[src/rtl/alu_arbiter.sv]
// alu_arbiter: shares one combinational 32-bit ALU between two requesters.
// One operation is in flight at a time: IDLE (grant) -> EXEC (ALU evaluates
// latched operands) -> RESP (result held until the winning port accepts it).
//
// Handshake rule for every req/rsp pair: a transfer happens on a rising clock
// edge where valid and ready are both high. The producer keeps valid and its
// payload stable until that edge. reqN_ready is high only in IDLE and only for
// the granted port. rspN_valid, rsp_y and the flags hold until rspN_ready is
// sampled high.
module alu_arbiter #(
  parameter int WIDTH = 32,
  parameter int FAIR  = 1
) (
  input  logic             clk,
  input  logic             reset,
  input  logic             req0_valid,
  output logic             req0_ready,
  input  logic [WIDTH-1:0] req0_a,
  input  logic [WIDTH-1:0] req0_b,
  input  logic [2:0]       req0_f,
  output logic             rsp0_valid,
  input  logic             rsp0_ready,
  input  logic             req1_valid,
  output logic             req1_ready,
  input  logic [WIDTH-1:0] req1_a,
  input  logic [WIDTH-1:0] req1_b,
  input  logic [2:0]       req1_f,
  output logic             rsp1_valid,
  input  logic             rsp1_ready,
  output logic [WIDTH-1:0] rsp_y,
  output logic             rsp_overflow,
  output logic             rsp_zero,
  output logic [WIDTH-1:0] alu_a,
  output logic [WIDTH-1:0] alu_b,
  output logic [2:0]       alu_f,
  input  logic [WIDTH-1:0] alu_y,
  input  logic             alu_overflow,
  input  logic             alu_zero,
  output logic             busy,
  output logic [15:0]      op_count,
  output logic [1:0]       dbg_state,
  output logic             dbg_rr_ptr
);

  typedef enum logic [1:0] {
    S_IDLE = 2'd0,
    S_EXEC = 2'd1,
    S_RESP = 2'd2
  } state_t;

  state_t state;
  state_t state_nx;
  logic   rr_ptr;   // port preferred when both request (round-robin only)
  logic   port_id;  // port that owns the in-flight operation
  logic   gnt0;
  logic   gnt1;
  logic   req_hs;
  logic   rsp_hs;

  // Arbitration: a lone requester always wins; on contention the round-robin
  // pointer decides when FAIR is set, otherwise port 0 has fixed priority.
  always_comb begin
    gnt1 = req1_valid && (!req0_valid || ((FAIR != 0) && rr_ptr));
    gnt0 = req0_valid && !gnt1;
  end

  // Next-state and handshake outputs; everything defaults to idle/inactive.
  always_comb begin
    state_nx   = state;
    req0_ready = 1'b0;
    req1_ready = 1'b0;
    rsp0_valid = 1'b0;
    rsp1_valid = 1'b0;
    req_hs     = 1'b0;
    rsp_hs     = 1'b0;
    case (state)
      S_IDLE: begin
        req0_ready = gnt0;
        req1_ready = gnt1;
        // A grant implies the matching valid, so a grant is a handshake.
        if (gnt0 || gnt1) begin
          req_hs   = 1'b1;
          state_nx = S_EXEC;
        end
      end
      S_EXEC: begin
        state_nx = S_RESP;
      end
      S_RESP: begin
        rsp0_valid = !port_id;
        rsp1_valid = port_id;
        rsp_hs     = port_id ? rsp1_ready : rsp0_ready;
        if (rsp_hs) begin
          state_nx = S_IDLE;
        end
      end
      default: begin
        state_nx = S_IDLE;
      end
    endcase
  end

  // State register.
  always_ff @(posedge clk) begin
    if (reset) begin
      state <= S_IDLE;
    end else begin
      state <= state_nx;
    end
  end

  // Operand/function latch: the ALU inputs come straight from these
  // registers and hold their last value outside EXEC.
  always_ff @(posedge clk) begin
    if (reset) begin
      alu_a   <= '0;
      alu_b   <= '0;
      alu_f   <= 3'b000;
      port_id <= 1'b0;
    end else if (req_hs) begin
      port_id <= gnt1;
      alu_a   <= gnt1 ? req1_a : req0_a;
      alu_b   <= gnt1 ? req1_b : req0_b;
      alu_f   <= gnt1 ? req1_f : req0_f;
    end
  end

  // Result capture at the end of the single EXEC cycle.
  always_ff @(posedge clk) begin
    if (reset) begin
      rsp_y        <= '0;
      rsp_overflow <= 1'b0;
      rsp_zero     <= 1'b0;
    end else if (state == S_EXEC) begin
      rsp_y        <= alu_y;
      rsp_overflow <= alu_overflow;
      rsp_zero     <= alu_zero;
    end
  end

  // Completion bookkeeping: count finished ops (wrapping) and hand the
  // preference to the port that was not just served.
  always_ff @(posedge clk) begin
    if (reset) begin
      op_count <= 16'd0;
      rr_ptr   <= 1'b0;
    end else if (rsp_hs) begin
      op_count <= op_count + 16'd1;
      if (FAIR != 0) begin
        rr_ptr <= !port_id;
      end
    end
  end

  assign busy       = (state != S_IDLE);
  assign dbg_state  = state;
  assign dbg_rr_ptr = rr_ptr;

endmodule

[config.mk]
export PLATFORM = sky130hd
export DESIGN_NAME = alu_arbiter
export DESIGN_NICKNAME = d
export VERILOG_FILES = /design/src/rtl/alu_arbiter.sv
export SDC_FILE = /design/constraint.sdc
export NUM_CORES = 1
export LEC_CHECK = 0
export CAP_MARGIN = 20
export CORE_MARGIN = 2
export CORE_UTILIZATION = 40
export DETAILED_ROUTE_END_ITERATION = 10
export PLACE_DENSITY = 0.89
export SLEW_MARGIN = 20
export SYNTH_ARGS = -nofsm -noshare
export SYNTH_HDL_FRONTEND = slang
export SYNTH_SLANG_ARGS = --single-unit
export TNS_END_PERCENT = 10
[constraint.sdc]
create_clock -name clk -period 4.92 [get_ports clk]
set_clock_uncertainty 0.1 [all_clocks]
set_input_delay 0.984 -clock clk [delete_from_list [all_inputs] [get_ports clk]]
set_output_delay 0.984 -clock clk [all_outputs]
set_load 0.01 [all_outputs]
==> results of run 1 <==
-- layout by cell type (no fill, tap or decap), drive strengths merged, types with 4 or more instances in the layout --
master,n
mux2i,68
clkbuf,22
nand3,6
dfxtp,121
a21oi,39
xnor2,9
inv,6
clkdlybuf4s50,297
buf,5
a211oi,68
nor4,4
nor3,6
nor2,87
nand2,71
-- through the flow --
step | instance area (um2) | setup WS [ns] | util [%] | total power [mW]
final | 8670 | 1.12 | 71.6 | 3.02
after global routing | 8670 | 1.02 | 71.6 | 3.15
after CTS | 8670 | 1.11 | 71.6 | 3.04
after detailed placement | 8080 | 1.12 | 66.7 | 1.79
after global placement | 8080 | 1.14 | 66.7 | 1.77
after floorplan | 5010 | 2.05 | - | 1.41
-- state kept, by name, summed over array words and instances (netlist names) --
register      flops
alu_f             3
rsp_overflow      1
alu_a            32
dbg_state         2
op_count         16
rsp_y            32
rsp_zero          1
port_id           1
dbg_rr_ptr        1
alu_b            32
-- per-layer routing --
layer  GRT usage, %  part of all wire (%)
met1           24.6                    37
met2           42.1                    50
met3           11.1                    10
met4           10.9                   3.1
met5              0                     0
-- critical path: stages --
cell,delay [ns]
clkdlybuf4s50_1,0.53
inv_1,0.09
o21ai_4,0.37
and3_1,0.21
clkdlybuf4s50_1,0.53
-- power groups by stage --
stage	sequential (mW)	combinational [mW]	clock [mW]
global route	1.13	0.701	1.32
global placement	1.14	0.637	0
CTS	1.12	0.652	1.27
finish	1.12	0.647	1.25
floorplan	1.18	0.230	0
detailed placement	1.14	0.646	0
-- worst paths after layout --
path | start | slack [ns] | end
max | req0_valid | 1.12 | req0_ready
max reg2reg | dbg_rr_ptr | 2.51 | alu_a[20]
min | rsp_y[24] | 0.35 | rsp_y[24]
min reg2reg | rsp_y[24] | 0.35 | rsp_y[24]
-- cell families after synthesis --
family,Yosys count
AOI/OAI and AO/OA,117
xor gates and xnor gates,10
adders and majority gates,1
buffers and inverters,53
DFF,121
muxes,69
and+or+nand+nor,191
-- final cells by class --
class,count,area (um2),share of cell area (%)
Clock buffer,22,474,5.47
Clock inverter,8,120,1.39
Inverter,6,22.5,0.260
Multi-Input combinational cell,388,2400,27.7
Sequential cell,121,2420,27.9
Tap cell,168,210,2.42
Timing Repair Buffer,302,3020,34.9
==> metrics.md, run 1 <==
| Metric | Value |
|---|---|
| Post-Synth Simple-Gate Area | `between 15 and 20%` |
| Fill count | `896` |
| Total Routed Length | `approximately 16000 um` |
| DRC errors left | `0` |
| Synth Cell Area | `~0.005 mm2` |
| Routability cong. | `about 0.82` |
| Die H | `116 um` |
| Clock power share | `just over 40%` |
| Slew @ Worst Pin | `around 1.0 ns` |
| Switching power | `~0.75 mW` |
| Share of layout cells above drive strength 1 | `4.72%` |
| GRT Total Usage | `around a quarter` |
| Final TNS setup | `0 ns` |
| Number of synthesized flops with an enable pin | `0` |
| Setup violators final | `0` |
| Post-cts resize count | `0` |
| Sequential share of the synthesized area | `~48%` |
| CTS buffer count | `17` |
| Ys flop type | `dfxtp_1` |
| Hold slack | `0.350 ns` |
| Hold Buf Count CTS | `0` |
| GRT Residual Overflow | `0` |
| Pwr dens | `349 mW/mm2` |
| Synth Instances | `around 560` |
| Cell taking the most area after synthesis | `dfxtp_1` |
| Number of global-route vias before repair | `4886` |
| Worst EP arrival | `about 2.7 ns` |
| Adder-cell area share of the yosys netlist | `0.250%` |
| Fmax | `roughly 260 MHz` |
| Root Driver | `clkbuf_16` |
| CTS Sinks | `~120` |
| Global-route wire length before repair | `approximately 25000 um` |
| Final Cycle Share | `between 70% and 80%` |
| Post-route minimum period | `approximately 3.8 ns` |
| Status | `complete, no violations` |
| Commonest cells post-synth | `dfxtp_1, nor2_1, nand2_1, a211oi_1, mux2i_1` |
| RSZ-0062 raised after global routing | `false` |
| Pleak | `approximately 3.5 nW` |
| Mux cell area share after synthesis | `13.8%` |
| Startpoint types | `input pin` |
| Path depth of the worst reg2reg path | `4` |
| Hold Fails Final Rpt | `0` |
| Die width | `116 um` |
| Peak supply drop | `215 uV` |
| Number of antenna-violating nets in the routed design | `0` |
| Xor and xnor fraction of the mapped netlist area | `~1.7%` |
| Synth area leaders | `dfxtp_1, mux2i_1, a211oi_1` |
| Via count | `about 5k` |
| ANT cells | `0` |
| TritonCTS clock tree | `yes` |
| Max-slew headroom | `a little under a third` |
| Sequential power share | `a little under two fifths` |
| Asr flop ratio synth | `0%` |
| I/O pin count | `299` |
| Critical Path Fanout Max | `12` |
| Largest family of logic cells by synthesized area | `simple AND/OR/NAND/NOR gates` |
| DR pass1 iterations | `7` |
| CP Capture Type | `output pin` |
| Synth Area per Inst | `between 8 and 9 um2` |
| Worst Path Class, Setup | `in -> out` |
| WL per Instance | `roughly 16 um` |
| Ys Warns | `0` |
| Crit path required time | `roughly 3.8 ns` |
| Sw frac | `25.0%` |
| CTS max path bufs | `2` |
| Initial core utilization | `41.4%` |
| H-tree levels | `4` |
| Complex-gate fraction of the synthesized area | `roughly 16%` |
| FP Rows | `40` |
| MaxCap Viol Count | `0` |
| Core area | `0.0121 mm2` |
| Hold Path Class | `reg -> reg` |
| Net Count, Synth | `~740` |
| Setup bufs post-CTS | `0` |
| Detail Placement HPWL | `between 10000 and 15000 um` |
| Int Power | `about 2.3 mW` |
| Register bit total from synthesis | `121` |
| Reg clk slew, reported paths | `around 0.050 ns` |
| Final Slew Violations | `0` |
| Drt via density | `slightly above 5` |
| Gate power share | `between 20% and 30%` |
| I/O Buffers | `just under 300` |
| Top-count cell post-synth | `dfxtp_1` |
| Initial DRC Count | `approximately 260` |
| Non-filler cells, final | `between 1k and 1.5k` |
| Share of the synthesized area in the top cell type | `48.3%` |
| # nets final | `just over 1k` |
| Clk_lat worst skew | `between 0.4 and 0.5 ns` |
| P&R area growth vs syn | `73.1%` |
| Largest net degree at the start of global routing | `94` |
| Placed cells | `a little under 1k` |
| Hold Crit Depth | `2` |
| Die area | `0.0134 mm2` |
| Cell variety after synth | `36` |
| Initial antenna violation count | `0` |
Note: power is estimated with default switching activity, not from simulation.
==> run 2, diff against run 1 <==
--- a/config.mk
+++ b/config.mk
@@ -7,9 +7,9 @@
 export LEC_CHECK = 0
 export CAP_MARGIN = 20
 export CORE_MARGIN = 2
-export CORE_UTILIZATION = 40
+export CORE_UTILIZATION = 38
 export DETAILED_ROUTE_END_ITERATION = 10
-export PLACE_DENSITY = 0.89
+export PLACE_DENSITY = 0.85
 export SLEW_MARGIN = 20
 export SYNTH_ARGS = -nofsm -noshare
 export SYNTH_HDL_FRONTEND = slang
==> constraint.sdc (replaced) <==
create_clock -name clk -period 3.9 [get_ports clk]
set_clock_uncertainty 0.1 [all_clocks]
set_input_delay 0.78 -clock clk [delete_from_list [all_inputs] [get_ports clk]]
set_output_delay 0.78 -clock clk [all_outputs]
set_load 0.01 [all_outputs]
==> metrics.md, run 2 (synthesis results as in run 1) <==
| Metric | Value |
|---|---|
| Most frequent CP cell | `clkdlybuf4s50_1` |
| Root Driver | `clkbuf_16` |
| # nets final | `1014` |
| I/O Buffers | `~300` |
| Placed cells | `slightly below 1k` |
| Crit path required time | `between 3 and 4 ns` |
| Post-cts resize count | `0` |
| Die H | `119 um` |
| Share of layout cells above drive strength 1 | `roughly 5.3%` |
| Initial core utilization | `a little under 40%` |
| Initial antenna violation count | `1` |
| Hold slack | `0.351 ns` |
| P&R area growth vs syn | `73.9%` |
| TritonCTS clock tree | `yes` |
| Die width | `approximately 120 um` |
| Path depth of the worst reg2reg path | `4` |
| CP Capture Type | `output pin` |
| Number of global-route vias before repair | `slightly below 5k` |
| Post-route minimum period | `around 3.3 ns` |
| Top flop regs | `alu_a x32, alu_b x32, rsp_y x32` |
| RSZ-0062 raised after global routing | `false` |
| Number of antenna-violating nets in the routed design | `0` |
| Pwr dens | `about 440 mW/mm2` |
| Final TNS setup | `0 ns` |
| GRT Total Usage | `22.6%` |
| Global-route wire length before repair | `25200 um` |
| Fill count | `~1000` |
| Clk_lat worst skew | `between 0.4 and 0.5 ns` |
| DRC errors left | `0` |
| Drt via density | `slightly below 5` |
| CTS max path bufs | `2` |
| Hold Buf Count CTS | `0` |
| Crit-path cells | `clkdlybuf4s50_1 > inv_1 > o21ai_4 > buf_4 > nor2_1 > clkdlybuf4s50_1` |
| Peak supply drop | `about 250 uV` |
| Commonest cells after routing, fill and taps aside | `clkdlybuf4s50_1, dfxtp_1, nor2_1, nand2_1` |
| Die area | `between 0.01 and 0.015 mm2` |
| FP Rows | `41` |
| Hold Path Class | `reg -> reg` |
| Status | `complete, no violations` |
| GRT Residual Overflow | `0` |
| Initial DRC Count | `~240` |
| MaxCap Viol Count | `0` |
| Non-filler cells, final | `between 1k and 1.5k` |
| Placed cell areas | `between 0.008 and 0.009 mm2` |
| Pleak | `around 3.5 nW` |
| Slew @ Worst Pin | `0.937 ns` |
| Hold Crit Depth | `2` |
| CTS Sinks | `around 120` |
| Reg clk slew, reported paths | `roughly 0.050 ns` |
| Startpoint types | `input pin` |
| Final cell utilization of the core | `roughly two thirds` |
| Largest net degree at the start of global routing | `85` |
| CP peak stage delay | `around 0.53 ns` |
| Core area | `around 0.013 mm2` |
| WL per Instance | `about 16 um` |
| Detail Placement HPWL | `around 12000 um` |
| Max-slew headroom | `around 36%` |
| I/O pin count | `299` |
| CTS buffer count | `17` |
| Setup bufs post-CTS | `0` |
| DR pass1 iterations | `6` |
| Hold Fails Final Rpt | `0` |
| Via count | `approximately 5k` |
| Final Cell Area | `0.00872 mm2` |
| H-tree levels | `4` |
| Final Cycle Share | `between 80% and 90%` |
| Routability cong. | `approximately 0.77` |
| Final Slew Violations | `0` |
| Worst path buffer plus inverter count | `4` |
| Commonest non-fill, non-tap cell in the layout | `clkdlybuf4s50_1` |
| Worst Path Class, Setup | `in -> out` |
| Critical path's slowest cell | `clkdlybuf4s50_1` |
| Fmax | `304 MHz` |
| WP depth | `6` |
| Setup violators final | `0` |
| Crit-path leading delay family | `buffers and inverters` |
| Worst EP arrival | `between 2 and 2.5 ns` |
| Critical Path Fanout Max | `18` |
| Total Routed Length | `16300 um` |
run 2: layout make-up:
type | count | area [um2] | share of cell area [%]
antenna | 1 | 2.50 | 0.0287
clock buffer | 23 | 488 | 5.60
clock inverter | 8 | 118 | 1.35
inverter | 6 | 22.5 | 0.258
multi-input combinational | 388 | 2400 | 27.6
sequential | 121 | 2420 | 27.8
tap | 172 | 215 | 2.47
timing repair buffer | 305 | 3050 | 34.9
run 2: worst register-to-register path, delay by kind of cell, from the launching register on:
family	cells	cell delay, ns
mux	2	1.14
simple gates	2	0.46
flops	1	0.40
run 2: final timing paths:
kind                    from           end  slack [ns]
setup / recovery  req0_valid    req1_ready        0.61
setup reg to reg     port_id  op_count[11]        1.69
hold reg to reg    rsp_y[15]     rsp_y[15]        0.35
hold / removal     rsp_y[15]     rsp_y[15]        0.35
run 2: per-layer routing:
metal	vias to the layer above	part of all wire (%)	track usage [%]	wire (um)
li1	2519	-	-	-
met1	2253	39	24.8	6300
met2	217	49	38.5	7960
met3	27	10	9.24	1650
met4	0	2.4	9.23	397
met5	-	0	0	0
run 2: report_power, final:
group	switching (mW)	internal, mW	total (mW)	leakage, nW
clock	0.532	1.06	1.60	0.299
combinational	0.349	0.467	0.816	2.20
sequential	0.0629	1.35	1.42	0.997
run 2: through the flow:
stage | power, mW | setup slack [ns]
finish | 3.83 | 0.614
global route | 3.99 | 0.527
CTS | 3.86 | 0.613
detailed placement | 2.25 | 0.621
global placement | 2.24 | 0.648
floorplan | 1.78 | 1.44
==> run 3, diff against run 2 <==
==> constraint.sdc (replaced) <==
create_clock -name clk -period 3.2 [get_ports clk]
set_clock_uncertainty 0.1 [all_clocks]
set_input_delay 0.64 -clock clk [delete_from_list [all_inputs] [get_ports clk]]
set_output_delay 0.64 -clock clk [all_outputs]
set_load 0.01 [all_outputs]
==> metrics.md, run 3 (synthesis results as in run 1) <==
| Metric | Value |
|---|---|
| Routability cong. | `~0.81` |
| Hold Path Class | `reg -> reg` |
| Commonest cells after routing, fill and taps aside | `clkdlybuf4s50_1, dfxtp_1, nor2_1, nand2_1` |
| Worst EP arrival | `~2.2 ns` |
| Area of the multi-input gates | `0.00240 mm2` |
| Max-slew headroom | `59.2%` |
| # nets final | `1017` |
| Clk_lat worst skew | `approximately 0.4 ns` |
| Number of global-route vias before repair | `~5k` |
| Fill count | `~1.0k` |
| Setup violators final | `0` |
| Reg clk slew, reported paths | `roughly 0.050 ns` |
| CTS Sinks | `121` |
| Largest net degree at the start of global routing | `68` |
| TritonCTS clock tree | `yes` |
| Post-route minimum period | `just under 3 ns` |
| Initial core utilization | `between 30% and 40%` |
| Worst Path Class, Setup | `in -> out` |
| Final Slew Violations | `0` |
| Startpoint types | `input pin` |
| DR pass1 iterations | `4` |
| Die width | `119 um` |
| WL per Instance | `16.0 um` |
| FP Rows | `slightly above 40` |
| Hold Fails Final Rpt | `0` |
| Crit-path cells | `clkdlybuf4s50_1 > inv_1 > o21ai_4 > and3_1 > clkdlybuf4s50_1` |
| Fmax | `~350 MHz` |
| Pwr Total | `between 4 and 5 mW` |
| CP peak stage delay | `0.53 ns` |
| Pleak | `about 3.5 nW` |
| RSZ-0062 raised after global routing | `false` |
| Status | `complete, no violations` |
| I/O Buffers | `slightly below 300` |
| Post-cts resize count | `0` |
| I/O pin count | `between 200 and 300` |
| CP Capture Type | `output pin` |
| Hold Buf Count CTS | `0` |
| P&R area growth vs syn | `74.4%` |
| Share of layout cells above drive strength 1 | `about 5.4%` |
| Core area | `0.0127 mm2` |
| Crit path required time | `roughly 2.5 ns` |
| Root Driver | `clkbuf_16` |
| Sequential Area | `about 0.0024 mm2` |
| Peak supply drop | `303 uV` |
| Slew @ Worst Pin | `a little over 0.6 ns` |
| CTS buffer count | `17` |
| Number of antenna-violating nets in the routed design | `0` |
| ANT cells | `0` |
| Detail Placement HPWL | `11900 um` |
| DRC errors left | `0` |
| Die area | `around 0.014 mm2` |
| Global-route wire length before repair | `roughly 26000 um` |
| Total Routed Length | `16400 um` |
| H-tree levels | `4` |
| Pwr dens | `~530 mW/mm2` |
| Most frequent CP cell | `clkdlybuf4s50_1` |
| Final TNS setup | `0 ns` |
| Commonest non-fill, non-tap cell in the layout | `clkdlybuf4s50_1` |
| Drt via density | `between 4 and 5` |
| Critical Path Fanout Max | `4` |
| Setup bufs post-CTS | `0` |
| Critical path's slowest cell | `clkdlybuf4s50_1` |
| CTS max path bufs | `2` |
| Die H | `119 um` |
| Final Cycle Share | `90.3%` |
| Initial antenna violation count | `1` |
| Top flop regs | `alu_a x32, alu_b x32, rsp_y x32` |
| GRT Residual Overflow | `0` |
| GRT Total Usage | `between 20% and 30%` |
| Initial DRC Count | `248` |
| Via count | `roughly 5k` |
| MaxCap Viol Count | `0` |
[run 3: cell types whose count changed in the layout (fill, tap and decap cells not counted), sizes merged]
cell    before  now
bufinv       3    2
buf          8   11
diode        1    0
[run 3: power by group]
part           internal [mW]  switching [mW]
clock                   1.24           0.640
sequential              1.65          0.0756
combinational          0.579           0.430
[run 3: routing by layer]
| metal | wire length [um] | GRT usage (%) | up-vias |
|---|---|---|---|
| li1 | - | - | 2525 |
| met1 | 6280 | 24.8 | 2272 |
| met2 | 8210 | 40.3 | 215 |
| met3 | 1640 | 9.91 | 23 |
| met4 | 280 | 8.33 | 2 |
| met5 | 13 | 0 | - |
[run 3: worst max-delay path, delay by kind of cell]
kind	cells	cell delay [ns]
compound gates	1	0.18
buf+inv	3	1.15
simple gates	1	0.18
[run 3: area by class of cell]
cell class              instances  share of cell area (%)
clock buffers                  23                    5.70
clock inverters                 7                    1.04
inverters                       6                   0.258
multi-input cells             388                    27.4
flip-flops and latches        121                    27.7
well taps                     172                    2.46
repair buffers                308                    35.4
[run 3: path summary, 6_finish.rpt]
check         startpoint      endpoint  slack [ns]  depth (start not counted)
min             rsp_y[8]      rsp_y[8]        0.35                          2
min reg2reg     rsp_y[8]      rsp_y[8]        0.35                          2
max           req0_valid    req0_ready        0.31                          5
max reg2reg  op_count[0]  op_count[14]        1.11                          5
[run 3: per-stage QoR]
step	util (%)	area [um2]	setup WS, ns	std cells	hold slack, ns
after detailed placement	64.1	8150	0.321	995	0.346
final	68.7	8740	0.311	1025	0.351
after global placement	64.1	8150	0.331	995	0.341
after floorplan	-	5010	1.02	562	0.381
after global routing	68.7	8740	0.240	1025	0.373
after CTS	68.7	8740	0.313	1025	0.353
